[src/rtl/reg_scoreboard.sv]
// reg_scoreboard: register write-in-flight scoreboard with load-use stall detection.
//   clk, rst_n          : clock (rising edge), asynchronous active-low reset
//   issue_valid/we      : instruction presented for issue / it writes issue_rd
//   issue_is_load       : issuing instruction is a load
//   issue_rd/rs1/rs2    : destination and source register addresses
//   issue_use_rs1/rs2   : source operand is actually read
//   wb_valid, wb_rd     : writeback retiring a register write
//   flush               : pipeline redirect, clears all in-flight state
//   stall               : combinational hold-issue request
//   issue_fire          : combinational, instruction accepted this cycle
//   pending             : registered per-register in-flight write bits
//   stall_count         : registered saturating count of stalled cycles
module reg_scoreboard #(
    parameter int ADDR_WIDTH = 5,
    parameter int CNT_WIDTH = 8,
    localparam int NUM_REGS = 2 ** ADDR_WIDTH
) (
    input  logic                  clk,
    input  logic                  rst_n,
    input  logic                  issue_valid,
    input  logic                  issue_we,
    input  logic                  issue_is_load,
    input  logic [ADDR_WIDTH-1:0] issue_rd,
    input  logic [ADDR_WIDTH-1:0] issue_rs1,
    input  logic [ADDR_WIDTH-1:0] issue_rs2,
    input  logic                  issue_use_rs1,
    input  logic                  issue_use_rs2,
    input  logic                  wb_valid,
    input  logic [ADDR_WIDTH-1:0] wb_rd,
    input  logic                  flush,
    output logic                  stall,
    output logic                  issue_fire,
    output logic [NUM_REGS-1:0]   pending,
    output logic [CNT_WIDTH-1:0]  stall_count
);
    logic [NUM_REGS-1:0] load_pend;
    logic [NUM_REGS-1:0] wb_clr;
    logic [NUM_REGS-1:0] iss_set;
    logic                haz_rs1;
    logic                haz_rs2;

    // A same-cycle writeback to the source is forwarded from WB, so it hides the hazard.
    assign haz_rs1 = issue_use_rs1 && issue_rs1 != '0 && load_pend[issue_rs1] &&
                     !(wb_valid && wb_rd == issue_rs1);
    assign haz_rs2 = issue_use_rs2 && issue_rs2 != '0 && load_pend[issue_rs2] &&
                     !(wb_valid && wb_rd == issue_rs2);
    assign stall = issue_valid && !flush && (haz_rs1 || haz_rs2);
    assign issue_fire = issue_valid && !stall && !flush;

    // Set mask is applied after the clear mask so a new writer wins over a retiring one.
    assign wb_clr = (wb_valid && wb_rd != '0) ? (NUM_REGS'(1) << wb_rd) : '0;
    assign iss_set = (issue_fire && issue_we && issue_rd != '0) ? (NUM_REGS'(1) << issue_rd) : '0;

    always_ff @(posedge clk or negedge rst_n) begin
        if (!rst_n) begin
            pending <= '0;
            load_pend <= '0;
            stall_count <= '0;
        end else begin
            pending <= flush ? '0 : (pending & ~wb_clr) | iss_set;
            load_pend <= flush ? '0 : (load_pend & ~wb_clr & ~iss_set) | (issue_is_load ? iss_set : '0);
            if (stall && stall_count != '1)
                stall_count <= stall_count + 1'b1;
        end
    end
endmodule

[config.mk]
export PLATFORM = sky130hd
export DESIGN_NAME = reg_scoreboard
export DESIGN_NICKNAME = d
export VERILOG_FILES = /design/src/rtl/reg_scoreboard.sv
export SDC_FILE = /design/constraint.sdc
export NUM_CORES = 1
export LEC_CHECK = 0
export BUFFER_PORTS_ARGS = -buffer_cell sky130_fd_sc_hd__buf_2
export CAP_MARGIN = 20
export CORE_ASPECT_RATIO = 1.4
export CORE_MARGIN = 3
export CORE_UTILIZATION = 45
export DETAILED_ROUTE_END_ITERATION = 8
export HOLD_SLACK_MARGIN = 0.02
export PLACE_DENSITY = 0.66
export SETUP_SLACK_MARGIN = 0.02
export SLEW_MARGIN = 20
export SYNTH_ARGS = -nofsm -noshare
export SYNTH_HDL_FRONTEND = slang
export SYNTH_SLANG_ARGS = --single-unit
[constraint.sdc]
create_clock -name clk -period 2.44 [get_ports clk]
set_input_delay 0.122 -clock clk [delete_from_list [all_inputs] [get_ports clk]]
set_output_delay 0.122 -clock clk [all_outputs]
set_load 0.05 [all_outputs]
==> Word level (Yosys, flattened, before mapping) <==
Cells that the tools add are included.
{ "classes": {"n_bitwise": 7, "n_reduce_logical": 25, "order_cmp": 2, "shifts": 2, "n_mux": 9, "n_addsub": 1, "eq_ne": 3} }
{ "ops": {"columns": ["cell", "count"], "rows": [
  ["32-bit two-way mux", 5],
  ["32-bit bitwise AND", 3],
  ["32-bit NOT", 2],
  ["32-bit bitwise OR", 2],
  ["1-bit by 5-bit << shifter with 32-bit output (first input constant)", 2],
  ["5-bit nonzero test", 4],
  ["1-bit logical AND", 16],
  ["5-bit by 6-bit < comparator with 1-bit output (second input constant)", 2],
  ["1-bit binary-select mux with 5-bit select", 2],
  ["5-bit == test", 2],
  ["8-bit by 1-bit adder with 8-bit output (second input constant)", 1],
  ["8-bit inequality test (second input constant)", 1],
  ["1-bit zero test", 4],
  ["1-bit two-way mux", 2],
  ["1-bit logical OR", 1]
]} }
{ "totals": {"in_bits": 29, "ff_bits": 72, "output_inout_bits": 42} }

==> Logic depth before layout (Yosys ltp) <==
{ "depth": {"depth_word": 16, "mapped_depth": 9, "mapped_depth_nobuf": 7} }

==> Least setup slack after synthesis <==
Ideal clock, no wire load.
{ "synth_timing": {"path_kind": "reg-to-output", "from": "register load_pend[11]", "to": "output issue_fire", "arrival_ns": 2.228, "required_ns": 2.318, "n_path_buf": 1, "slack_ns": 0.090, "path_stages_with_launch": 7, "path_cell_list": "dfrtp_1 mux4_2 mux2_2 o311a_1 a22oi_2 buf_2 and2_1"} }
{ "synth_via": {"elab_chain_len": 9} }
{ "synth_lines": {"columns": ["element", "line_no", "rtl"], "rows": [
  ["start, declared", "36", "logic [NUM_REGS-1:0] load_pend;"],
  ["start signal, assigned", "61", "load_pend <= flush ? '0 : (load_pend & ~wb_clr & ~iss_set) | (issue_is_load ? iss_set : '0);"],
  ["1-bit binary-select mux with 5-bit select, on equally long branches", "43, 45", null],
  ["1-bit two-way mux, on equally long branches", "43, 45", null],
  ["1-bit logical AND, on equally long branches (2 in a row)", "43, 45", null],
  ["1-bit logical OR *", "47", "assign stall = issue_valid && !flush && (haz_rs1 || haz_rs2);"],
  ["1-bit logical AND *", "47", null],
  ["1-bit zero test *", "48", "assign issue_fire = issue_valid && !stall && !flush;"],
  ["1-bit logical AND * (2 in a row)", "48", null],
  ["end, declared", "32", "output logic issue_fire,"]
]} }
Every way passes the cells marked *; elsewhere a longest branch is shown, timed or not. The select of a mux whose other input is x is not followed.

==> Final worst setup path <==
{ "layout_timing": {"from": "register load_pend[3]", "to": "register load_pend[23]"} }
{ "layout_via": {"elab_chain_len": 16} }
{ "layout_lines": {"columns": ["element", "line_no", "rtl"], "rows": [
  ["1-bit binary-select mux with 5-bit select, on equally long branches", "43, 45", null],
  ["1-bit two-way mux, on equally long branches", "43, 45", null],
  ["1-bit logical AND, on equally long branches (2 in a row)", "43, 45", null],
  ["1-bit logical OR *", "47", null],
  ["1-bit logical AND *", "47", null],
  ["1-bit zero test *", "48", null],
  ["1-bit logical AND * (2 in a row)", "48", null],
  ["1-bit logical AND * (2 in a row)", "52", "assign iss_set = (issue_fire && issue_we && issue_rd != '0) ? (NUM_REGS'(1) << issue_rd) : '0;"],
  ["32-bit two-way mux *", "52", null],
  ["32-bit NOT", "61", null],
  ["32-bit bitwise AND", "61", null],
  ["32-bit bitwise OR *", "61", null],
  ["32-bit two-way mux *", "61", null]
]} }
Marked as above.
A chain may end at the register's enable or synchronous reset.

==> metrics.txt <==
outcome=finished with violations; failing checks=negative hold slack, negative setup slack; row cnt=40; WL/cell=20.5 um; Critical Path Start Type=flop; RSZ-0062 raised after global routing=true; via total after detailed routing=3729; PD cells=582 nW/um^2; Initial DRC Count=252; Max Cap Viol=0; DP HPWL=8660 um; first-pass GRT wire length=19900 um; hold slack=-0.0274 ns; Yosys warning total=0; worst min path class=input port to asynchronous set/reset pin; Worst Max-Slew Pin Slew=1.41 ns; Setup crit end kind=flop; Remaining DRCs=0; Synth Flop Type=dfrtp_1; critical path class=flop to flop; Final Skew=0.00771 ns; Max Used Layer=met4; Net Count, Synth=466; combinational fraction of design power=18.8%; met2 routed WL=6330 um; Final Hold Fails=12; Sequential Power Share=38.8%; mapped cell area=4140 sq um; Detailed Route WL=12800 um; Post-synth EDFFs=0; Die W=87.0 um; M1 WL=5220 um; Antenna Nets Post-Route=0; Starting Density=47.2%; switching share of power=29.8%; Die ar.=10400 sq um; Seq/Total Area, Yosys=43.6%; Ports=71; internal power=0.00229 W; Final Cell Area=5610 sq um; min Tclk post-route=2.57 ns; initial antenna violation count=0; Area after DPL=4640 sq um; critical path data required time=2.64 ns; Met3 Wirelength=802 um; CTS Hold Bufs=0; Net Switching=0.000971 W; PnR worst setup slack=-0.134 ns; Highest Clock Rate=0.388 GHz; FF+latch count, synth=72; largest net degree at the start of global routing=73; Crit Path Max Fanout=8; deepest clock path buffer count=2; Synth Instances=436; crit share post-route=105%; Synth Area per Inst=9.49 sq um; post-place setup slack=0.0227 ns; ant diodes=0; Worst-Skew Late Latency=0.34 ns; Crit path arrival time=2.77 ns; final setup fails=69; CTS tree=yes; Tot Pwr=0.00326 W; fin. max-slew vios=0; vias per cell=5.98; htree depth=3; die height=119 um; GRT Residual Overflow=0; PortBufs=70; share of layout cells above drive strength 1=36.2%; Final Core Density=64.0%; Worst VDD drop=0.000492 V; Slew headroom=5.91%; CTS Buf Count=9; clock share of power=42.4%; area grow syn2layout=35.6%; final RePlAce weighted congestion=0.895; clk root buf=clkbuf_16; clock sink count=72; Post-synth ARST share=100%; core area=8760 sq um; Leak Pwr=2.53 nW; gr usage total=24.7%; Unique masters post-synth=35; Nets=544; Worst-path clk slew=0.06 ns; Pre-Repair DR Iteration Count=4; vias in the first global route=3749
-- metrics by stage --
stage,TNS [ns],cells
3_3_place_gp,0,599
2_1_floorplan,0,436
5_1_grt,-6.90,624
6_report,-4.30,624
3_5_place_dp,0,599
4_1_cts,-1.07,619
-- path summary, 6_finish.rpt --
| kind | slack (ns) | end | from | cells after the start |
|---|---|---|---|---|
| max | -0.13 | load_pend[23]$_DFF_PN0_ | load_pend[3]$_DFF_PN0_ | 9 |
| max in group asynchronous | 1.82 | pending[28]$_DFF_PN0_ | rst_n | 2 |
| min reg2reg | 0.49 | stall_count[7]$_DFFE_PN0P_ | stall_count[7]$_DFFE_PN0P_ | 1 |
| min | -0.03 | load_pend[13]$_DFF_PN0_ | rst_n | 2 |
| max reg2reg | -0.13 | load_pend[23]$_DFF_PN0_ | load_pend[3]$_DFF_PN0_ | 9 |
| min in group clk | 0.29 | pending[15]$_DFF_PN0_ | wb_rd[0] | 4 |
-- worst max-delay path, stage by stage, from the launching register on --
cell and delay (ns):
dfrtp_1 0.38, mux4_2 0.47, mux2_2 0.27, o311a_1 0.30
a22oi_2 0.26, buf_4 0.17, buf_8 0.14, buf_16 0.16
nand3_2 0.10, mux2i_1 0.18
-- routing by layer --
metal  vias to the layer above  global-route usage (%)
met1                      1854                    33.5
li1                       1705                       -
met2                       139                    37.7
met3                        31                    5.40
met4                         0                    10.2
met5                         -                       0
-- state kept, by name, indices dropped and copies added (netlist names) --
signal / cells
stall_count: 8
pending: 32
load_pend: 32
-- cells in the final DEF, fill, tap and decap left out, types with 2 or more instances in the layout --
cell type / Yosys / layout
dfrtp_1: 72 / 72
buf_2: 5 / 68
nand2_1: 67 / 67
mux2i_1: 48 / 48
nand3b_1: 34 / 34
a21oi_2: 0 / 29
nand3_4: 0 / 25
nor2_1: 21 / 20
buf_4: 2 / 18
xor2_1: 15 / 15
nand3_1: 46 / 15
nor2b_1: 12 / 12
clkbuf_16: 0 / 12
nand2b_1: 10 / 10
mux4_2: 8 / 8
nor3_1: 7 / 7
nand3_2: 0 / 6
a21oi_1: 34 / 5
a31oi_1: 4 / 4
buf_12: 0 / 4
nor4_1: 3 / 3
nand4_1: 3 / 3
mux2_2: 2 / 2
xnor2_1: 2 / 2
o21ai_0: 2 / 2
nor3b_1: 2 / 2
a32oi_1: 2 / 2
or3_1: 2 / 2
clkinvlp_4: 0 / 2
clkbuf_8: 0 / 2
buf_8: 0 / 2
-- cells by family after synthesis --
kind of cell	count (synthesis)	synth area share (%)
buffers and inverters	30	3.24
DFF	72	43.6
xor gates and xnor gates	17	3.60
adders and majority gates	1	0.302
muxes	59	16.8
AOI/OAI and AO/OA	45	6.05
and+or+nand+nor	212	26.5
-- area by class of cell --
class	count	area (sq um)
Fill cell	695	3150
Multi-Input combinational cell	334	2660
Sequential cell	72	1800
Timing Repair Buffer	97	699
Clock buffer	11	253
Tap cell	105	131
Clock inverter	5	62.6
-- cells in the mapped netlist (all sizes together), types with 3 or more instances --
library cell,n,share of area [%]
a21oi,34,4.1
a31oi,4,0.60
buf,9,1.3
clkbuf,21,1.9
dfrtp,72,44
mux2,3,0.82
mux2i,48,12
mux4,8,4.4
nand2,67,6.1
nand2b,10,1.5
nand3,46,5.6
nand3b,34,6.2
nand4,3,0.45
nor2,21,1.9
nor2b,12,1.8
nor3,7,0.85
nor4,3,0.45
o21ai,3,0.36
xor2,15,3.2
-- power by group through the flow --
stage	sequential, W	combinational [W]	clock [W]
2_1_floorplan	0.00139	0.000211	0
3_3_place_gp	0.00128	0.000471	0
3_5_place_dp	0.00129	0.000479	0
4_1_cts	0.00127	0.000504	0.00141
5_1_grt	0.00127	0.000655	0.00146
6_report	0.00127	0.000615	0.00138
-- what timing repair did --
item	4_1_cts	5_1_grt
setup endpoints to repair	3	71
resized for setup	6	96
gates cloned	1	3
pin swaps	1	5
setup buffers	3	2
Power figures use the tool's default switching activity.
